File: src/rtl/pwm_shadow_bank_pkg.sv
// -----------------------------------------------------------------------------
// PKG_pwm : shared types for the PWM compare/duty path.
//   _pwm_onoff        : PWM enable state (PWM_OFF / PWM_ON).
//   _upd_mode         : shadow transfer event select.
//   `PWMCOUNT_WIDTH   : carrier counter / compare width (default 16).
// No ports (package only).
// -----------------------------------------------------------------------------
`ifndef PWMCOUNT_WIDTH
`define PWMCOUNT_WIDTH 16
`endif

package PKG_pwm;

    typedef enum logic {
        PWM_OFF = 1'b0,
        PWM_ON  = 1'b1
    } _pwm_onoff;

    typedef enum logic [1:0] {
        UPD_IMMEDIATE = 2'd0,
        UPD_ZERO      = 2'd1,
        UPD_TOP       = 2'd2,
        UPD_BOTH      = 2'd3
    } _upd_mode;

    localparam int PWMCOUNT_W = `PWMCOUNT_WIDTH;

endpackage

File: src/rtl/pwm_shadow_bank_chan.sv
// -----------------------------------------------------------------------------
// pwm_shadow_chan : one channel of the shadow bank (staging, active, dirty).
//   clk, reset_n : clock, synchronous active-low reset
//   wr_en        : staging write strobe
//   wr_data      : staging write data
//   period       : clamp limit (only with PWM_SHADOW_CLAMP_EN defined)
//   xfer         : shared transfer strobe, copies staging into active
//   act          : active value (registered)
//   dirty        : written but not yet transferred (registered)
// Build option: PWM_SHADOW_CLAMP_EN clamps staged data to period.
// -----------------------------------------------------------------------------
`ifndef PWMCOUNT_WIDTH
`define PWMCOUNT_WIDTH 16
`endif

module pwm_shadow_chan
    import PKG_pwm::*;
#(
    parameter int WIDTH = `PWMCOUNT_WIDTH
) (
    input  logic             clk,
    input  logic             reset_n,
    input  logic             wr_en,
    input  logic [WIDTH-1:0] wr_data,
`ifdef PWM_SHADOW_CLAMP_EN
    input  logic [WIDTH-1:0] period,
`endif
    input  logic             xfer,
    output logic [WIDTH-1:0] act,
    output logic             dirty
);

    logic [WIDTH-1:0] stage_r;
    logic [WIDTH-1:0] wr_val_s;

    // Value that a staging write stores (optionally limited to the period)
    always_comb begin
`ifdef PWM_SHADOW_CLAMP_EN
        if (wr_data > period) begin
            wr_val_s = period;
        end else begin
            wr_val_s = wr_data;
        end
`else
        wr_val_s = wr_data;
`endif
    end

    // Staging/active/dirty state; a transfer always copies the pre-write stage
    always_ff @(posedge clk) begin
        if (!reset_n) begin
            stage_r <= {WIDTH{1'b0}};
            act     <= {WIDTH{1'b0}};
            dirty   <= 1'b0;
        end else begin
            if (xfer) begin
                act <= stage_r;
            end
            if (wr_en) begin
                stage_r <= wr_val_s;
                dirty   <= 1'b1;
            end else if (xfer) begin
                dirty   <= 1'b0;
            end
        end
    end

endmodule

File: src/rtl/pwm_shadow_bank.sv
// -----------------------------------------------------------------------------
// pwm_shadow_bank : multi-channel shadow/active register bank.
//   clk, reset_n : clock, synchronous active-low reset
//   pwm_onoff    : PWM_OFF makes the bank transparent every cycle
//   evt_zero     : carrier-at-zero strobe
//   evt_top      : carrier-at-top strobe
//   upd_mode     : transfer event select
//   upd_div      : transfer on every (upd_div+1)-th qualifying event
//   lock         : holds all transfers while high (PWM_ON only)
//   period       : clamp limit (used only with PWM_SHADOW_CLAMP_EN)
//   wr_en        : per-channel staging write strobes
//   wr_data      : packed staging data, channel k at [k*WIDTH +: WIDTH]
//   act_out      : packed active values
//   dirty        : per-channel written-not-transferred flags
//   upd_pulse    : high the cycle act_out reflects a transfer
// Build option: PWM_SHADOW_CLAMP_EN.
// -----------------------------------------------------------------------------
`ifndef PWMCOUNT_WIDTH
`define PWMCOUNT_WIDTH 16
`endif

module pwm_shadow_bank
    import PKG_pwm::*;
#(
    parameter int NCH   = 8,
    parameter int WIDTH = `PWMCOUNT_WIDTH,
    parameter int DIV_W = 4
) (
    input  logic                 clk,
    input  logic                 reset_n,
    input  _pwm_onoff            pwm_onoff,
    input  logic                 evt_zero,
    input  logic                 evt_top,
    input  _upd_mode             upd_mode,
    input  logic [DIV_W-1:0]     upd_div,
    input  logic                 lock,
    input  logic [WIDTH-1:0]     period,
    input  logic [NCH-1:0]       wr_en,
    input  logic [NCH*WIDTH-1:0] wr_data,
    output logic [NCH*WIDTH-1:0] act_out,
    output logic [NCH-1:0]       dirty,
    output logic                 upd_pulse
);

    logic             qev_s;
    logic             xfer_s;
    logic [DIV_W-1:0] div_cnt_r;
    logic [DIV_W-1:0] div_cnt_nxt_s;

`ifndef PWM_SHADOW_CLAMP_EN
    logic             unused_period_s;
    assign unused_period_s = ^period;
`endif

    // Qualifying event select; both strobes together count once
    always_comb begin
        case (upd_mode)
            UPD_IMMEDIATE: qev_s = 1'b1;
            UPD_ZERO:      qev_s = evt_zero;
            UPD_TOP:       qev_s = evt_top;
            UPD_BOTH:      qev_s = evt_zero | evt_top;
            default:       qev_s = 1'b0;
        endcase
    end

    // Transfer decision and divider next state; >= lets a lowered upd_div fire at once
    always_comb begin
        if (pwm_onoff == PWM_OFF) begin
            xfer_s        = 1'b1;
            div_cnt_nxt_s = {DIV_W{1'b0}};
        end else if (lock) begin
            xfer_s        = 1'b0;
            div_cnt_nxt_s = div_cnt_r;
        end else if (qev_s) begin
            if (div_cnt_r >= upd_div) begin
                xfer_s        = 1'b1;
                div_cnt_nxt_s = {DIV_W{1'b0}};
            end else begin
                xfer_s        = 1'b0;
                div_cnt_nxt_s = div_cnt_r + {{(DIV_W-1){1'b0}}, 1'b1};
            end
        end else begin
            xfer_s        = 1'b0;
            div_cnt_nxt_s = div_cnt_r;
        end
    end

    // Event divider counter and registered transfer strobe
    always_ff @(posedge clk) begin
        if (!reset_n) begin
            div_cnt_r <= {DIV_W{1'b0}};
            upd_pulse <= 1'b0;
        end else begin
            div_cnt_r <= div_cnt_nxt_s;
            upd_pulse <= xfer_s;
        end
    end

    for (genvar k = 0; k < NCH; k++) begin : g_chan
        pwm_shadow_chan #(
            .WIDTH (WIDTH)
        ) u_chan (
            .clk     (clk),
            .reset_n (reset_n),
            .wr_en   (wr_en[k]),
            .wr_data (wr_data[k*WIDTH +: WIDTH]),
`ifdef PWM_SHADOW_CLAMP_EN
            .period  (period),
`endif
            .xfer    (xfer_s),
            .act     (act_out[k*WIDTH +: WIDTH]),
            .dirty   (dirty[k])
        );
    end

endmodule

File: config.mk
export PLATFORM = sky130hd
export DESIGN_NAME = pwm_shadow_bank
export DESIGN_NICKNAME = d
export VERILOG_FILES = /design/src/rtl/pwm_shadow_bank_pkg.sv /design/src/rtl/pwm_shadow_bank_chan.sv /design/src/rtl/pwm_shadow_bank.sv
export SDC_FILE = /design/constraint.sdc
export NUM_CORES = 1
export LEC_CHECK = 0
export BUFFER_PORTS_ARGS = -buffer_cell sky130_fd_sc_hd__clkbuf_2
export CORE_ASPECT_RATIO = 0.5
export CORE_UTILIZATION = 52
export CTS_BUF_LIST = sky130_fd_sc_hd__clkbuf_4 sky130_fd_sc_hd__clkbuf_8 sky130_fd_sc_hd__clkbuf_16
export DETAILED_ROUTE_END_ITERATION = 10
export GPL_TIMING_DRIVEN = 0
export HOLD_SLACK_MARGIN = 0.03
export PLACE_DENSITY = 0.85
export SYNTH_ARGS = -nofsm -noshare
export SYNTH_HDL_FRONTEND = slang
export SYNTH_SLANG_ARGS = --single-unit
File: constraint.sdc
create_clock -name clk -period 2.1 [get_ports clk]
set_clock_uncertainty 0.05 [all_clocks]
set_input_delay 0.105 -clock clk [delete_from_list [all_inputs] [get_ports clk]]
set_output_delay 0.105 -clock clk [all_outputs]
set_load 0.005 [all_outputs]
* Yosys cells after proc, flatten, opt, wreduce, memory -nomap -nowiden *
Index checks and enable logic that the tools add are counted.

cells by class
  $lt $le $gt $ge = 1
  reductions and logical operators = 11
  add/sub/neg operators = 1
  bitwise gates (word level) = 2
  eq/ne operators = 3
  mux-type cells = 15

operators with widths
  cell                 count
  $reduce_bool 2->1    8
  $mux 1               13
  $add 4x1->4 const B  1
  $eq 2x2->1 const B   2
  $ge 4x4->1           1
  $mux 4               1
  $pmux 1 s4           1
  $reduce_and 2->1     2
  $eq 2x1->1 const B   1
  $logic_not 2->1      1
  $not 1->1            1
  $or 1x1->1           1

storage, ports and cells
  logic and storage cells = 59
  flip-flop bits (word level) = 269

* Depth between registers and ports, before layout *
Gate-level depths: netlist of run 1.

  word-level depth = 7
  depth in mapped cells = 8

* Modules after synthesis *
Synthesis of run 1 repeated with hierarchy kept, for this count alone.

unflattened totals
  cells, all modules = 889
  area, all modules = 10562.6 sq um

by module, submodules not included
  module           area an instance (sq um)  cells each  times used
  pwm_shadow_chan  1270.0                    106         8
  pwm_shadow_bank  402.9                     41          1

* Least setup slack after synthesis of run 1 *
Ideal clock, no wire load.

  path kind = reg-to-reg
  from = reg div_cnt_r[0]
  to = reg g_chan[0].u_chan.act[0]
  path buffers = 2
  period minus slack after synthesis = 1.758 ns
  setup slack = 0.342 ns
  data arrival time = 1.637 ns
  stages on the path, launching flop included = 9
  setup time = 0.072 ns
  required time = 1.978 ns
  cell sequence = dfxtp_1 > inv_1 > ha_1 > nor3b_1 > nor2_1 > o2bb2ai_2 > buf_12 > buf_12 > mux2i_1

on the way
  longest elaborated chain between the ends = 5

ends and longest elaborated chain
  element                 RTL line                    source
  start, declared         pwm_shadow_bank.sv:47       logic [DIV_W-1:0] div_cnt_r;
  start signal, assigned  pwm_shadow_bank.sv:91       div_cnt_r <= {DIV_W{1'b0}};
  start signal, assigned  pwm_shadow_bank.sv:94       div_cnt_r <= div_cnt_nxt_s;
  $ge 4x4->1              pwm_shadow_bank.sv:75       if (div_cnt_r >= upd_div) begin
  $mux 1                  pwm_shadow_bank.sv:75
  $mux 1                  pwm_shadow_bank.sv:74       end else if (qev_s) begin
  $mux 1                  pwm_shadow_bank.sv:71       end else if (lock) begin
  $mux 1                  pwm_shadow_bank.sv:68       if (pwm_onoff == PWM_OFF) begin
  end signal, assigned    pwm_shadow_bank_chan.sv:53  act <= {WIDTH{1'b0}};
  end signal, assigned    pwm_shadow_bank_chan.sv:57  act <= stage_r;
  end, declared           pwm_shadow_bank_chan.sv:29  output logic [WIDTH-1:0] act,

No other way between the ends.
A chain may end at the register's enable or synchronous reset.

* Worst setup path in the final report of run 1 *
  from = reg div_cnt_r[0]
  to = reg g_chan[2].u_chan.act[2]

on the way
  longest elaborated chain between the ends = 5

ends and longest elaborated chain
  element               RTL line
  $ge 4x4->1            pwm_shadow_bank.sv:75
  $mux 1                pwm_shadow_bank.sv:75
  $mux 1                pwm_shadow_bank.sv:74
  $mux 1                pwm_shadow_bank.sv:71
  $mux 1                pwm_shadow_bank.sv:68
  end signal, assigned  pwm_shadow_bank_chan.sv:53
  end signal, assigned  pwm_shadow_bank_chan.sv:57
  end, declared         pwm_shadow_bank_chan.sv:29

No other way between the ends.

==> results of run 1 <==
-- power breakdown --
part           total, mW  internal, mW  switching (mW)  leakage (nW)
logic               1.57         0.820           0.748          4.44
clock network       4.71          2.72            1.99         0.417
registers           5.50          5.35           0.147          2.20
total               11.8          8.89            2.88          7.07
-- stage by stage --
stage	setup TNS [ps]	utilization	instance area (µm²)	hold WS, ps	setup WS [ps]
after floorplan	0	-	10300	202	342
final	0	0.777	14700	70.7	48.2
after detailed placement	0	0.636	12000	299	58.1
after CTS	0	0.774	14600	49.6	23.6
after global placement	0	0.636	12000	291	149
after global routing	-2.68	0.777	14700	91.1	-2.68
-- cell usage in the layout (no fill, tap or decap), drive strengths merged, types with 3 or more instances in the layout --
cell and count:
clkbuf 352, nand2 273, dfxtp 269, mux2i 257, dlygate4sd3 178, nor2 130
buf 40, o21ai 8, clkinv 6, ha 5, inv 5, a21oi 4
nor3 4, xnor2 3, bufinv 3
-- registers in the layout (all words and copies together), names as in the netlist --
signal and cells:
g_chan.u_chan.act 128, div_cnt_r 4, upd_pulse 1, g_chan.u_chan.stage_r 128
g_chan.u_chan.dirty 8
-- worst max-delay path: cells and delay by family, from the launching register on --
family                   cells  cell delay (ps)
buffers and inverters        3              410
flip-flops                   1              370
AO/OA/AOI/OAI                1              290
adder cells (fa/ha/maj)      1              280
AND/OR/NAND/NOR              2              280
multiplexers                 1              280
-- worst min-delay path by stage --
stage          slack, ps                          end        start  depth (start not counted)
3_5_place_dp         300  g_chan[5].u_chan.stage_r[3]  wr_data[83]                          3
3_3_place_gp         290  g_chan[5].u_chan.stage_r[6]  wr_data[86]                          3
6_report              70  g_chan[5].u_chan.stage_r[2]     wr_en[5]                          3
5_1_grt               90  g_chan[5].u_chan.stage_r[2]     wr_en[5]                          3
2_1_floorplan        200  g_chan[0].u_chan.stage_r[0]   wr_data[0]                          2
4_1_cts               50  g_chan[5].u_chan.stage_r[2]     wr_en[5]                          3
-- routing by layer --
| layer | wire length, µm | vias up | global-route usage |
|---|---|---|---|
| met5 | 0 | - | 0 |
| met4 | 1960 | 0 | 0.191 |
| met3 | 1850 | 157 | 0.0611 |
| met2 | 16500 | 411 | 0.577 |
| met1 | 13000 | 4497 | 0.347 |
| li1 | - | 4396 | - |
-- kinds of logic after synthesis --
kind of cell,synth area share
AOI/OAI and AO/OA,0.0103
xor gates and xnor gates,0.00255
adders and majority gates,0.00607
buffers and inverters,0.0567
DFF,0.523
muxes,0.250
and+or+nand+nor,0.152
-- area by class of cell --
cell class	count	area, µm²	area share
sequential	269	5390	0.367
tap	259	324	0.0221
clock inverter	10	128	0.00870
inverter	5	18.8	0.00128
multi-input combinational	693	4350	0.297
buffer	83	569	0.0388
antenna	1	2.50	0.000171
timing repair buffer	455	3190	0.217
clock buffer	32	703	0.0479
-- synthesized netlist by cell type (3+ instances only) --
cell        n
nand2_1   273
dfxtp_1   269
mux2i_1   257
nor2_1    130
clkbuf_1   43
buf_2      18
buf_12     11
buf_4       9
o21ai_0     8
ha_1        5
a21oi_1     4
inv_1       4
nor3_1      4
xnor2_1     3
-- timing repair --
item / 4_1_cts / 5_1_grt
hold buffers: 178 / 0
setup endpoints to repair: 0 / 116
resized for setup: 0 / 7
endpoints found under the hold margin: 134 / 0
==> impl_metrics.tcl, run 1 <==
set metrics [dict create \
    max_freq_mhz 487 \
    cts_root_buf "clkbuf_16" \
    timing.rr.start "div_cnt_r[0]" \
    critPathKind "reg -> reg" \
    path_clk_slew_ps 70 \
    drive_gt1_frac 0.237 \
    yosysTopAreaCellShare 0.523 \
    worst_pin_slew_ps 816 \
    area_delta_synth_final_pct 42.5 \
    cts_tree "yes" \
    cpPeakStageDelay_ps 370 \
    cpMostUsedCell "buf_12" \
    fin_crit_sh 0.977 \
    syn_nets 1219 \
    routed_wirelength_mm 33.3 \
    rrSetupSlack_ps 50 \
    critPathLaunchType "register" \
    core_um2 18900 \
    crit_path_top_delay_cell "dfxtp_2" \
    gr-total-overflow 0 \
    cts_buffer_depth 3 \
    viasPerCell 5.24 \
    path_cells "inv_1 > ha_1 > nor3b_2 > nor2_2 > o2bb2ai_4 > buf_12 > buf_12 > mux2i_1" \
    period_minus_slack_ps 2050 \
    synthesis.area_um2 10300 \
    synthArstFlopShare 0 \
    synth_area_leader_cell "dfxtp_1" \
    first_global_vias 9812 \
    grt_pass1_wl_mm 50.6 \
    post_cts_buffers 0 \
    cp_max_fo 10 \
    endpoint "g_chan[2].u_chan.act[2]" \
    die_area_um2 20400 \
    arrival_ps 2440 \
    relSlewSlack 0.456 \
    hold_path.class "in -> reg" \
    fill_cells 1110 \
    route.detailed.drc 0 \
    cp-startpoint "div_cnt_r[0]" \
    finalSetupViolCount 0 \
    synth-warning-count 0 \
    synth_edf_count 0 \
    final_cells 1807 \
    routedWlPerCell_um 18.4 \
    synth-seq-area-share 0.523 \
    power_mw 11.8 \
    io_pins 301 \
    dp.cells 1585 \
    ys_types 26 \
    grt_usage 0.315 \
    status "finished, final reports clean" \
    maxCapViolations 0 \
    firstDrtPassIters 5 \
    via_count 9461 \
    dpl.hpwl_mm 19.0 \
    h-tree-depth 1 \
    fp.dieH_um 102 \
    grt_max_degree 16 \
    gp_congestion 0.826 \
    start_util 0.546 \
    power_density_nw_per_um2 802 \
    clk_latency_ps 530 \
    synthCells 1050 \
    avgSynthCellArea_um2 9.81 \
    ys_dominant_reg_cell "dfxtp_1" \
    nets 1700 \
    required_ps 2480 \
    r2r_end "g_chan[2].u_chan.act[2]" \
    p_leak_nw 7.07 \
    drtIter0Drc 518 \
    end_kind "register" \
    cts.sinks 269 \
    numCtsBuffers 24 \
    io_buffers 276 \
    synth-seq-cells 269 \
    rows 35 \
    ir_drop_mv 0.708 \
    slew_viol_final 0 \
    ant_nets 0 \
    hold_violations 0 \
    r2r_cells 8 \
    die_w_um 201 \
    grt_antenna_before_repair 1 \
    synth_area_leaders "dfxtp_1 52%, mux2i_1 25%, nand2_1 10%" \
]
No activity file was read; power rests on OpenSTA's default activity.
==> run 2, diff against run 1 <==
Settings changed: CORE_UTILIZATION 52 to 55, PLACE_DENSITY 0.85 to 0.89, RECOVER_POWER set to 50.
Clock period 2.1 ns to 2.6 ns, I/O delays scaled along.
==> run 2 against run 1 <==
  * Register-to-register slack improved by 340 ps
  * Final area is 3.2% lower
  * Final cell count is 3.1% lower
  * Maximum frequency shrank 7.2%
  * Critical path depth unchanged
  * Via count shrank 0.48%
  * Global-route usage grew 1.3 points
==> impl_metrics.tcl, run 2 (synthesized netlist as in run 1, its figures left out) <==
set metrics [dict create \
    rows 34 \
    hold_depth 3 \
    start_util 0.578 \
    relSlewSlack 0.418 \
    design_area_um2 14200 \
    grt_pass1_wl_mm 50.1 \
    rrSetupSlack_ps 390 \
    cts_root_buf "clkbuf_16" \
    numCtsBuffers 22 \
    drive_gt1_frac 0.183 \
    max_freq_mhz 452 \
    cp_max_fo 10 \
    fp.dieH_um 98.8 \
    power_mw 9.36 \
    path_cells "inv_1 > ha_1 > nor3b_1 > nor2_1 > o2bb2ai_2 > buf_12 > buf_12 > mux2i_1" \
    critPathBufInv 3 \
    period_minus_slack_ps 2210 \
    ir_drop_mv 0.587 \
    r2r_cells 8 \
    p_leak_nw 6.69 \
    slew_viol_final 0 \
    status "finished, final reports clean" \
    cts_tree "yes" \
    fin_crit_sh 0.851 \
    grt_antenna_before_repair 1 \
    core_um2 17800 \
    route.detailed.drc 0 \
    routedWlPerCell_um 18.4 \
    die_area_um2 19300 \
    viasPerCell 5.38 \
    grt_max_degree 17 \
    rsz0062_at_grt "no" \
    crit_path_top_delay_cell "dfxtp_1" \
    final_cell_mix "273 x nand2_1, 269 x dfxtp_1, 257 x mux2i_1, 203 x clkbuf_2, 151 x dlygate4sd3_1" \
    maxCapViolations 0 \
    top_regs "g_chan.u_chan.act (128), g_chan.u_chan.stage_r (128), g_chan.u_chan.dirty (8)" \
    required_ps 2960 \
    ant_nets 0 \
    cpMostUsedCell "buf_12" \
    clk_latency_ps 510 \
    cts_buffer_depth 3 \
    hold_path.class "in -> reg" \
    area_delta_synth_final_pct 37.9 \
    h-tree-depth 1 \
    grt_usage 0.328 \
    final_common_cell "nand2_1" \
    cp_top_family "buffers and inverters" \
    first_global_vias 10000 \
    nets 1670 \
    routed_wirelength_mm 32.2 \
    arrival_ps 2570 \
    dpl.hpwl_mm 19.3 \
    cpPeakStageDelay_ps 390 \
    hold_violations 0 \
    post_cts_buffers 0 \
    finalSetupViolCount 0 \
    die_w_um 196 \
    gr-total-overflow 0 \
    fin_setup_tns_ps 0 \
    path_clk_slew_ps 70 \
    firstDrtPassIters 5 \
    critPathLaunchType "register" \
    critPathKind "reg -> reg" \
    placed_cell_area_um2 12000 \
    gp_congestion 0.837 \
    via_count 9416 \
    power_density_nw_per_um2 659 \
    io_pins 301 \
    worst_pin_slew_ps 872 \
    end_kind "register" \
    worst-path-stages 8 \
    drtIter0Drc 404 \
    io_buffers 276 \
    cts.sinks 269 \
    whs_ps 38.8 \
]
run 2: cell count changes in the layout (fill, tap and decap cells not counted), sizes merged:
cell         before  now
clkinvlp          1    0
clkinv            6    1
bufinv            3    4
buf              40   37
dlygate4sd3     178  151
clkbuf          352  356
run 2: what timing repair did:
action / 4_1_cts / 5_1_grt
endpoints found under the hold margin: 133 / 0
hold buffers: 151 / 0
resized for setup: 0 / 0
run 2: layer usage:
metal / vias up / track usage / wire [µm]
met2: 447 / 0.585 / 15600
met1: 4455 / 0.361 / 12600
li1: 4324 / - / -
met5: - / 0 / 0
met4: 0 / 0.222 / 2270
met3: 190 / 0.0602 / 1840
run 2: layout make-up:
class                      count  area, µm²
antenna                        1       2.50
buffer                        83        559
clock buffer                  34        689
clock inverter                 5        125
fill                        1046       3620
inverter                       5       18.8
multi-input combinational    693       4330
sequential                   269       5390
tap                          234        293
timing repair buffer         427       2800
run 2: stage by stage:
| step | setup slack, ps | std cells | util |
|---|---|---|---|
| after CTS | 480 | 1750 | 0.802 |
| after global routing | 265 | 1751 | 0.797 |
| after floorplan | 842 | 1050 | - |
| after detailed placement | 520 | 1560 | 0.672 |
| after global placement | 667 | 1560 | 0.672 |
| final | 388 | 1751 | 0.797 |
run 2: power by group:
| part | internal (mW) | switching (mW) | total, mW |
|---|---|---|---|
| Sequential | 4.32 | 0.119 | 4.44 |
| Combinational | 0.602 | 0.584 | 1.19 |
| Clock | 2.23 | 1.51 | 3.73 |
| Total | 7.15 | 2.21 | 9.36 |
run 2: worst min-delay path, stage by stage:
cell     delay, ps
buf_2          200
mux2i_1        150
nor2_1          70
run 2: final timing paths:
path                                     from                     endpoint
setup / recovery                 div_cnt_r[0]      g_chan[2].u_chan.act[2]
hold / removal                       wr_en[2]  g_chan[2].u_chan.stage_r[1]
setup reg to reg                 div_cnt_r[0]      g_chan[2].u_chan.act[2]
hold reg to reg   g_chan[0].u_chan.stage_r[8]      g_chan[0].u_chan.act[8]
